[config.mk]
export PLATFORM = sky130hd
export DESIGN_NAME = pixel_buffer_scanout_flat
export DESIGN_NICKNAME = d
export VERILOG_FILES = /design/src/rtl/pixel_buffer_scanout_if.sv /design/src/rtl/pixel_buffer_scanout.sv /design/src/flat_wrapper.sv
export SDC_FILE = /design/constraint.sdc
export NUM_CORES = 1
export LEC_CHECK = 0
export BUFFER_PORTS_ARGS = -buffer_cell sky130_fd_sc_hd__buf_2
export CORE_AREA = 2 2 87 89
export CTS_BUF_LIST = sky130_fd_sc_hd__clkbuf_2
export DETAILED_ROUTE_END_ITERATION = 10
export DIE_AREA = 0 0 89 91
export PLACE_DENSITY = 0.75
export SLEW_MARGIN = 20
export SYNTH_ARGS = -nofsm -noshare
export SYNTH_HDL_FRONTEND = slang
export SYNTH_SLANG_ARGS = --single-unit
[constraint.sdc]
create_clock -name clk -period 2.1 [get_ports clk]
set_clock_uncertainty 0.1 [all_clocks]
set_input_delay 0.105 -clock clk [delete_from_list [all_inputs] [get_ports clk]]
set_output_delay 0.105 -clock clk [all_outputs]
set_load 0.02 [all_outputs]
[src/rtl/pixel_buffer_scanout_if.sv]
// Pixel RAM read port plus outgoing pixel stream, bundled for the scanout engine.
interface pixel_buffer_scanout_if;
  logic [18:0] ram_address;
  logic        ram_chipselect;
  logic        ram_clken;
  logic        ram_write;
  logic [7:0]  ram_readdata;
  logic [7:0]  st_data;
  logic        st_valid;
  logic        st_ready;
  logic        st_sop;
  logic        st_eop;

  // Scanout engine side: drives RAM reads and the stream.
  modport master (
    output ram_address, ram_chipselect, ram_clken, ram_write,
    input  ram_readdata,
    output st_data, st_valid, st_sop, st_eop,
    input  st_ready
  );

  // RAM / sink side.
  modport slave (
    input  ram_address, ram_chipselect, ram_clken, ram_write,
    output ram_readdata,
    input  st_data, st_valid, st_sop, st_eop,
    output st_ready
  );
endinterface

[src/rtl/pixel_buffer_scanout.sv]
// Frame scanout: reads H_RES*V_RES pixels from a 1-cycle-latency RAM and streams them
// out through a small FIFO with sop/eop framing and ready/valid backpressure.
module pixel_buffer_scanout #(
  parameter int unsigned H_RES      = 640,
  parameter int unsigned V_RES      = 480,
  parameter int unsigned FIFO_DEPTH = 4    // power of two, >= 2
) (
  input  logic                          clk,
  input  logic                          reset_n,
  input  logic                          enable,
  pixel_buffer_scanout_if.master        bus,
  output logic                          busy,
  output logic                          frame_done
);

  localparam int unsigned AddrW = 19;
  localparam int unsigned PtrW  = $clog2(FIFO_DEPTH);
  localparam int unsigned CntW  = PtrW + 1;
  localparam logic [AddrW-1:0] LastAddr = AddrW'(H_RES * V_RES - 1);

  typedef enum logic [1:0] {StIdle, StFetch, StDrain} state_e;

  typedef struct packed {
    logic       eop;
    logic       sop;
    logic [7:0] data;
  } beat_t;

  state_e           state_q, state_d;
  logic [AddrW-1:0] addr_q, addr_d;
  logic             rd_pend_q;
  logic             pend_sop_q, pend_eop_q;
  beat_t            fifo_q [FIFO_DEPTH];
  logic [PtrW-1:0]  wr_ptr_q, rd_ptr_q;
  logic [CntW-1:0]  count_q, count_d;
  logic             frame_done_q;

  logic  issue;
  logic  has_room;
  logic  push;
  logic  pop;
  logic  eop_xfer;
  beat_t head;

  // Reads already in flight reserve a FIFO slot so the FIFO can never overflow.
  assign has_room = (32'(count_q) + 32'(rd_pend_q)) < FIFO_DEPTH;

  assign head     = fifo_q[rd_ptr_q];
  assign push     = rd_pend_q;
  assign pop      = bus.st_valid & bus.st_ready;
  assign eop_xfer = pop & head.eop;

  // Stream outputs come straight from the FIFO head.
  assign bus.st_valid = (count_q != '0);
  assign bus.st_data  = head.data;
  assign bus.st_sop   = bus.st_valid & head.sop;
  assign bus.st_eop   = bus.st_valid & head.eop;

  assign bus.ram_address    = addr_q;
  assign bus.ram_chipselect = issue;
  assign bus.ram_clken      = issue;
  assign bus.ram_write      = 1'b0;

  assign busy       = (state_q != StIdle);
  assign frame_done = frame_done_q;

  // Next-state logic: frame sequencing and read issue.
  always_comb begin
    state_d = state_q;
    addr_d  = addr_q;
    issue   = 1'b0;
    unique case (state_q)
      StIdle: begin
        if (enable) begin
          state_d = StFetch;
          addr_d  = '0;
        end
      end
      StFetch: begin
        if (has_room) begin
          issue = 1'b1;
          // Address parks on the last pixel rather than wrapping past it.
          if (addr_q == LastAddr) begin
            state_d = StDrain;
          end else begin
            addr_d = addr_q + 1'b1;
          end
        end
      end
      StDrain: begin
        if (eop_xfer) begin
          state_d = StIdle;
        end
      end
      default: state_d = StIdle;
    endcase
  end

  // FIFO occupancy: simultaneous push and pop cancel out.
  always_comb begin
    count_d = count_q;
    if (push && !pop) begin
      count_d = count_q + 1'b1;
    end else if (!push && pop) begin
      count_d = count_q - 1'b1;
    end
  end

  // State, address and frame-done pulse registers.
  always_ff @(posedge clk or negedge reset_n) begin
    if (!reset_n) begin
      state_q      <= StIdle;
      addr_q       <= '0;
      frame_done_q <= 1'b0;
    end else begin
      state_q      <= state_d;
      addr_q       <= addr_d;
      frame_done_q <= eop_xfer;
    end
  end

  // Track the read in flight so its data is captured one cycle after issue.
  always_ff @(posedge clk or negedge reset_n) begin
    if (!reset_n) begin
      rd_pend_q  <= 1'b0;
      pend_sop_q <= 1'b0;
      pend_eop_q <= 1'b0;
    end else begin
      rd_pend_q  <= issue;
      pend_sop_q <= issue && (addr_q == '0);
      pend_eop_q <= issue && (addr_q == LastAddr);
    end
  end

  // Output FIFO storage and pointers; storage is cleared so st_data reads 0 out of reset.
  always_ff @(posedge clk or negedge reset_n) begin
    if (!reset_n) begin
      for (int i = 0; i < int'(FIFO_DEPTH); i++) begin
        fifo_q[i] <= '0;
      end
      wr_ptr_q <= '0;
      rd_ptr_q <= '0;
      count_q  <= '0;
    end else begin
      if (push) begin
        fifo_q[wr_ptr_q] <= '{eop: pend_eop_q, sop: pend_sop_q, data: bus.ram_readdata};
        wr_ptr_q         <= wr_ptr_q + 1'b1;
      end
      if (pop) begin
        rd_ptr_q <= rd_ptr_q + 1'b1;
      end
      count_q <= count_d;
    end
  end

endmodule

[src/flat_wrapper.sv]
// flat-port wrapper written by rule: the top's interface ports become plain ports
module pixel_buffer_scanout_flat 
#(
  parameter int unsigned H_RES      = 640,
  parameter int unsigned V_RES      = 480,
  parameter int unsigned FIFO_DEPTH = 4                         
)
  (clk, reset_n, enable, busy, frame_done, bus_ram_address, bus_ram_chipselect, bus_ram_clken, bus_ram_write, bus_ram_readdata, bus_st_data, bus_st_valid, bus_st_sop, bus_st_eop, bus_st_ready);
  pixel_buffer_scanout_if bus_i ();
  input  logic clk;
  input  logic reset_n;
  input  logic enable;
  output logic busy;
  output logic frame_done;
  output wire logic [$bits(bus_i.ram_address)-1:0] bus_ram_address;
  output wire logic [$bits(bus_i.ram_chipselect)-1:0] bus_ram_chipselect;
  output wire logic [$bits(bus_i.ram_clken)-1:0] bus_ram_clken;
  output wire logic [$bits(bus_i.ram_write)-1:0] bus_ram_write;
  input wire logic [$bits(bus_i.ram_readdata)-1:0] bus_ram_readdata;
  output wire logic [$bits(bus_i.st_data)-1:0] bus_st_data;
  output wire logic [$bits(bus_i.st_valid)-1:0] bus_st_valid;
  output wire logic [$bits(bus_i.st_sop)-1:0] bus_st_sop;
  output wire logic [$bits(bus_i.st_eop)-1:0] bus_st_eop;
  input wire logic [$bits(bus_i.st_ready)-1:0] bus_st_ready;
  assign bus_ram_address = bus_i.ram_address;
  assign bus_ram_chipselect = bus_i.ram_chipselect;
  assign bus_ram_clken = bus_i.ram_clken;
  assign bus_ram_write = bus_i.ram_write;
  assign bus_i.ram_readdata = bus_ram_readdata;
  assign bus_st_data = bus_i.st_data;
  assign bus_st_valid = bus_i.st_valid;
  assign bus_st_sop = bus_i.st_sop;
  assign bus_st_eop = bus_i.st_eop;
  assign bus_i.st_ready = bus_st_ready;
  pixel_buffer_scanout #(.H_RES(H_RES), .V_RES(V_RES), .FIFO_DEPTH(FIFO_DEPTH)) u_core (.clk(clk), .reset_n(reset_n), .enable(enable), .bus(bus_i), .busy(busy), .frame_done(frame_done));
endmodule
Yosys cells after proc, flatten, opt, wreduce, memory -nomap -nowiden

Index checks and enable logic that the tools add are counted.

Bits of input ports: 12
Word-level logic and storage cells: 79
Bits in registers: 72
Output and inout bits: 35

Add/sub/neg operators: 6
Reduce and logical (&&, ||, !) cells: 15
Mux-type cells: 19
Equal/unequal tests: 8
$lt $le $gt $ge: 4
Bitwise operators: 6

Operator list:

| operator                                                 | count |
|---|---|
| two-way mux 19 bit                                       | 3 |
| bitwise mux 40 bit                                       | 1 |
| one-hot mux 19 bit (2 select lines)                      | 1 |
| < comparator 32 x 3 -> 1 bit, second input constant      | 1 |
| two-way mux 10 bit                                       | 3 |
| binary-select mux 10 bit (select 2 bit)                  | 1 |
| demux 10 bit (select 2 bit)                              | 1 |
| adder 19 x 1 -> 19 bit, second input constant            | 1 |
| == test 19 bit, second input constant                    | 1 |
| logical NOT 19 bit                                       | 1 |
| two-way mux 2 bit                                        | 4 |
| AND reduction 4 bit                                      | 2 |
| greater-or-equal comparator 3 bit, second input constant | 2 |
| two-way mux 3 bit                                        | 2 |
| != test 2 x 1 -> 1 bit, second input constant            | 3 |
| NOT 2 -> 3 bit                                           | 2 |
| one-hot mux 2 bit (3 select lines)                       | 1 |
| nonzero test 2 bit                                       | 3 |
| logical AND 1 bit                                        | 5 |
| adder 2 x 1 -> 2 bit, second input constant              | 2 |
| adder 3 x 1 -> 4 bit                                     | 1 |
| bitwise AND 1 bit                                        | 4 |
| != test 2 bit, second input constant                     | 2 |
| adder 3 x 1 -> 3 bit, second input constant              | 1 |
| other kinds (8)                                          | 10 |

Longest topological paths before layout

Depth after elaboration: 7
Depth in mapped cells: 9
Depth with buffers taken out: 8

Worst setup path after synthesis

OpenSTA, ideal clock, no wires.

Path kind: reg2reg
Start point: register u_core.count_q[0]
End point: register u_core.count_q[2]
Arrival time: 2.125 ns
Data required time: 1.921 ns
Cell stages (with the launch flop): 10
Setup time: 0.079 ns
Period minus slack after synthesis: 2.304 ns
Slack: -0.204 ns
Path buffers: 1
Cell sequence: dfrtp_1 > or3_1 > clkbuf_1 > nand2_1 > ha_1 > inv_1 > fa_1 > xor2_1 > nor2_1 > xor2_1

Cells in the longest elaborated chain, start to end: 5
Elaborated cells between the ends (all ways): 10
Those cells by class: 2 x add/sub; 2 x mux; 1 x bitwise; 5 x reduce/logical

RTL lines:

| element                                                 | line                        | source |
|---|---|---|
| start: declaration                                      | pixel_buffer_scanout.sv:35  | `logic [CntW-1:0] count_q, count_d;` |
| start signal: assignment                                | pixel_buffer_scanout.sv:152 | `count_q <= count_d;` |
| nonzero test 3 bit (*)                                  | pixel_buffer_scanout.sv:54  | `assign bus.st_valid = (count_q != '0);` |
| named net bus_st_valid                                  | flat_wrapper.sv:21          | `output wire logic [$bits(bus_i.st_valid)-1:0] bus_st_valid;` |
| bitwise AND 1 bit (*)                                   | pixel_buffer_scanout.sv:50  | `assign pop = bus.st_valid & bus.st_ready;` |
| logical NOT 1 bit                                       | pixel_buffer_scanout.sv:102 | `if (push && !pop) begin` |
| logical AND 1 bit                                       | pixel_buffer_scanout.sv:102 |  |
| two-way mux 3 bit or nonzero test 2 bit (tied branches) | --                          |  |

The timed path passes the listed nets; every way through them passes the cells marked *. The select of a mux whose other input is x is not followed.
A chain may end at the register's enable or synchronous reset.

Worst setup path after layout

Start point: register u_core.count_q[2]
End point: register u_core.count_q[2]

Cells in the longest elaborated chain, start to end: 5
Elaborated cells between the ends (all ways): 10
Those cells by class: 2 x add/sub; 2 x mux; 1 x bitwise; 5 x reduce/logical

RTL lines:

| element |
|---|
| parallel branches: the longest is 5 deep, another holds subtractor 3 x 1 -> 3 bit |

Several ways; the timed one is not identified. The select of a mux whose other input is x is not followed.

==> out/qor.csv <==
metric,value,unit
initial antenna violation count,0,
final wirelength,7810,um
Rel. slew slack,64.3,%
number of distinct library cells after synthesis,48,
Setup Crit Path Kind,reg2reg,
critical path required time,2.43,ns
simple-gate share of the synthesized area,11.1,%
Filler cells,587,
dpl hpwl,5360,um
main combinational cell family by area after synthesis,multiplexers,
critical path's slowest cell,dfrtp_1,
fin crit share,97.4,%
HP Class,in2async,
"Critical Path, Cell by Cell",or3_4 -> nand2_4 -> ha_4 -> inv_1 -> fa_2 -> xor2_1 -> nor2_1 -> xor2_1,
RSZ-0062 raised after global routing,true,
endpoint class of the critical path,flip-flop,
area grow syn2layout,24.3,%
worst path arrival time,2.37,ns
CP dominant cell by count,xor2_1,
Initial Util,49.3,%
"Largest delay share family, worst path",simple AND/OR/NAND/NOR gates,
"Reg clk slew, reported paths",0.21,ns
Util after Layout,61.3,%
Core Box Area,7140,um^2
Die Width,89,um
root buf cell,clkbuf_2,
Avg Synthesized Cell Area,12.4,um^2
Netlist Area Pre-Place,3520,um^2
clock buffer count from CTS,9,
Post-synth top flop,dfrtp_1,
synthesized instance count,284,
Detail Route Antenna Nets,0,
num ports,47,
post-route setup TNS,0,ns
vias in the first global route,2668,
WP buf/inv,1,
Post-Synth XOR/XNOR Area,1.49,%
fin crit period,2.04,ns
port buffer count,45,
Flop pwr share,37.0,%
sequential-to-total area share from yosys stat,51.2,%
"commonest non-fill, non-tap cell in the layout",dfrtp_1,
max cap viols,0,
Finish-stage setup viols,0,
Int Power,3.72,mW
Post-synth EDFFs,0,
Clock Latency Late Sink,0.50,ns
clk buf depth,2,
#FFs+latches synth,72,
drt pass-1 iters,4,
Worst-Margin Slew,0.534,ns
nets@finish,386,
most frequent cells in the layout,"dfrtp_1 (71), mux2_2 (41), buf_2 (37)",
CP startpoint kind,flip-flop,
Post-DP Area,3980,um^2
Mapped Nets,304,
sw frac,39.6,%
first-pass GRT wire length,13000,um
proportion of synthesized area in mux cells,19.5,%
ANT cells,0,
Clk network pwr share,10.9,%
Die Area,8100,um^2
final hold vios,0,
DR iter-0 viols,108,
grt total ovfl,0,
post-synthesis adder-cell area fraction,3.06,%
Synth Area in Compound Gates,10.5,%
Leakage,1.97,nW
share of post-route cells with drive strength above 1,43.4,%
pwr dens,1410,nW/um^2
max-slew violations,0,
Via Count,2630,
WL per Instance,16.6,um
chip height,91,um
largest net degree at the start of global routing,51,
fin area,4380,um^2
status,completed,
CTS tree,built,
Row Count,31,
combinational power share,52.1,%
Overall Global Routing Usage,20.7,%
Peak Freq,489,MHz
CTS sink cnt,72,
# DRC,0,
CP max stage delay,0.42,ns
H-tree lvl count,3,
post-synthesis async set-or-reset flop share,100,%
Max Fanout on Critical Path,2,
VDD IR max,0.641,mV
synth warn,0,
routability cong.,0.900,
vias per std cell,5.60,
sw power,2.44,mW
==> worst reg2reg max path: cells and delay by family, from the launching register on <==
family | cells | cell delay [ns]
xor+xnor | 2 | 0.32
buf+inv | 1 | 0.05
fa+ha+maj | 2 | 0.47
flops | 1 | 0.42
simple gates | 3 | 0.61
==> flip-flops by register name, summed over array words and instances (netlist names) <==
name	count
u_core.fifo_q	40
u_core.pend_sop_q	1
u_core.rd_ptr_q	2
u_core.frame_done	1
u_core.wr_ptr_q	2
u_core.bus.ram_address	19
u_core.pend_eop_q	1
u_core.count_q	3
u_core.state_q	2
u_core.push	1
==> routing by layer <==
layer | vias up | track usage (%) | share of wire (%)
met4 | 0 | 4.85 | 1.4
met3 | 14 | 5.55 | 4.4
met1 | 1314 | 25.9 | 42
met2 | 76 | 35.3 | 52
li1 | 1226 | - | -
met5 | - | 0 | 0
==> per-stage QoR <==
stage | setup slack [ns] | hold WS [ns] | power [mW] | instances
floorplan | 0.00826 | -0.291 | 4.25 | 284
global placement | 0.121 | 0.0233 | 4.97 | 435
detailed placement | 0.0512 | 0.0305 | 5.11 | 435
CTS | 0.00740 | 0.252 | 5.84 | 465
global route | -0.0402 | 0.0686 | 6.60 | 470
finish | 0.0553 | 0.0674 | 6.16 | 470
==> final cells by class <==
type | count | area [um^2] | area share [%]
sequential | 72 | 1800 | 41.2
multi-input combinational | 191 | 1690 | 38.7
timing repair buffer | 84 | 633 | 14.5
tap | 99 | 124 | 2.83
clock buffer | 10 | 50.0 | 1.14
clock inverter | 6 | 45.0 | 1.03
inverter | 8 | 30.0 | 0.686
==> cell families after synthesis <==
kind of cell             Yosys count
buffers and inverters             21
other                              1
AND/OR/NAND/NOR                   70
multiplexers                      51
AO/OA/AOI/OAI                     55
flip-flops                        72
adder cells (fa/ha/maj)            8
XOR/XNOR                           6
==> power groups by stage <==
stage               Sequential [mW]  Combinational [mW]  Clock [mW]
finish                         2.28                3.21       0.673
detailed placement             2.30                2.81           0
global placement               2.26                2.72           0
floorplan                      2.28                1.97           0
CTS                            2.26                2.89       0.692
global route                   2.35                3.49       0.763
==> cell usage after synthesis (all sizes together) (7+ instances only) <==
cell    n  area share, %
a31oi  12            2.3
buf     8            1.7
dfrtp  72             51
ha      7            2.5
inv     8           0.85
mux2   41             13
mux4   10            6.4
nand2  20            2.1
nand3  15            2.3
nor2    8           0.92
o21ai   9            1.3
o31ai  20            4.3
==> worst paths after layout <==
kind | start | to | slack [ns] | cells past startpoint
max | u_core.count_q[2] | u_core.count_q[2] | 0.06 | 8
min | reset_n | u_core.fifo_q[13] | 0.07 | 3
max reg2reg | u_core.count_q[2] | u_core.count_q[2] | 0.06 | 8
min reg2reg | u_core.fifo_q[15] | u_core.fifo_q[15] | 0.43 | 1
max in group asynchronous | reset_n | u_core.count_q[0] | 1.04 | 4
min in group clk | bus_ram_readdata[6] | u_core.fifo_q[16] | 0.29 | 3
==> repair_timing <==
action,CTS,global route
resized for setup,3,35
gates cloned,0,0
buffers inserted,1,5
endpoints found under the hold margin,111,0
hold buffers,13,0
setup endpoints to repair,10,24
pin swaps,0,6
No activity file was read; power rests on OpenSTA's default activity.
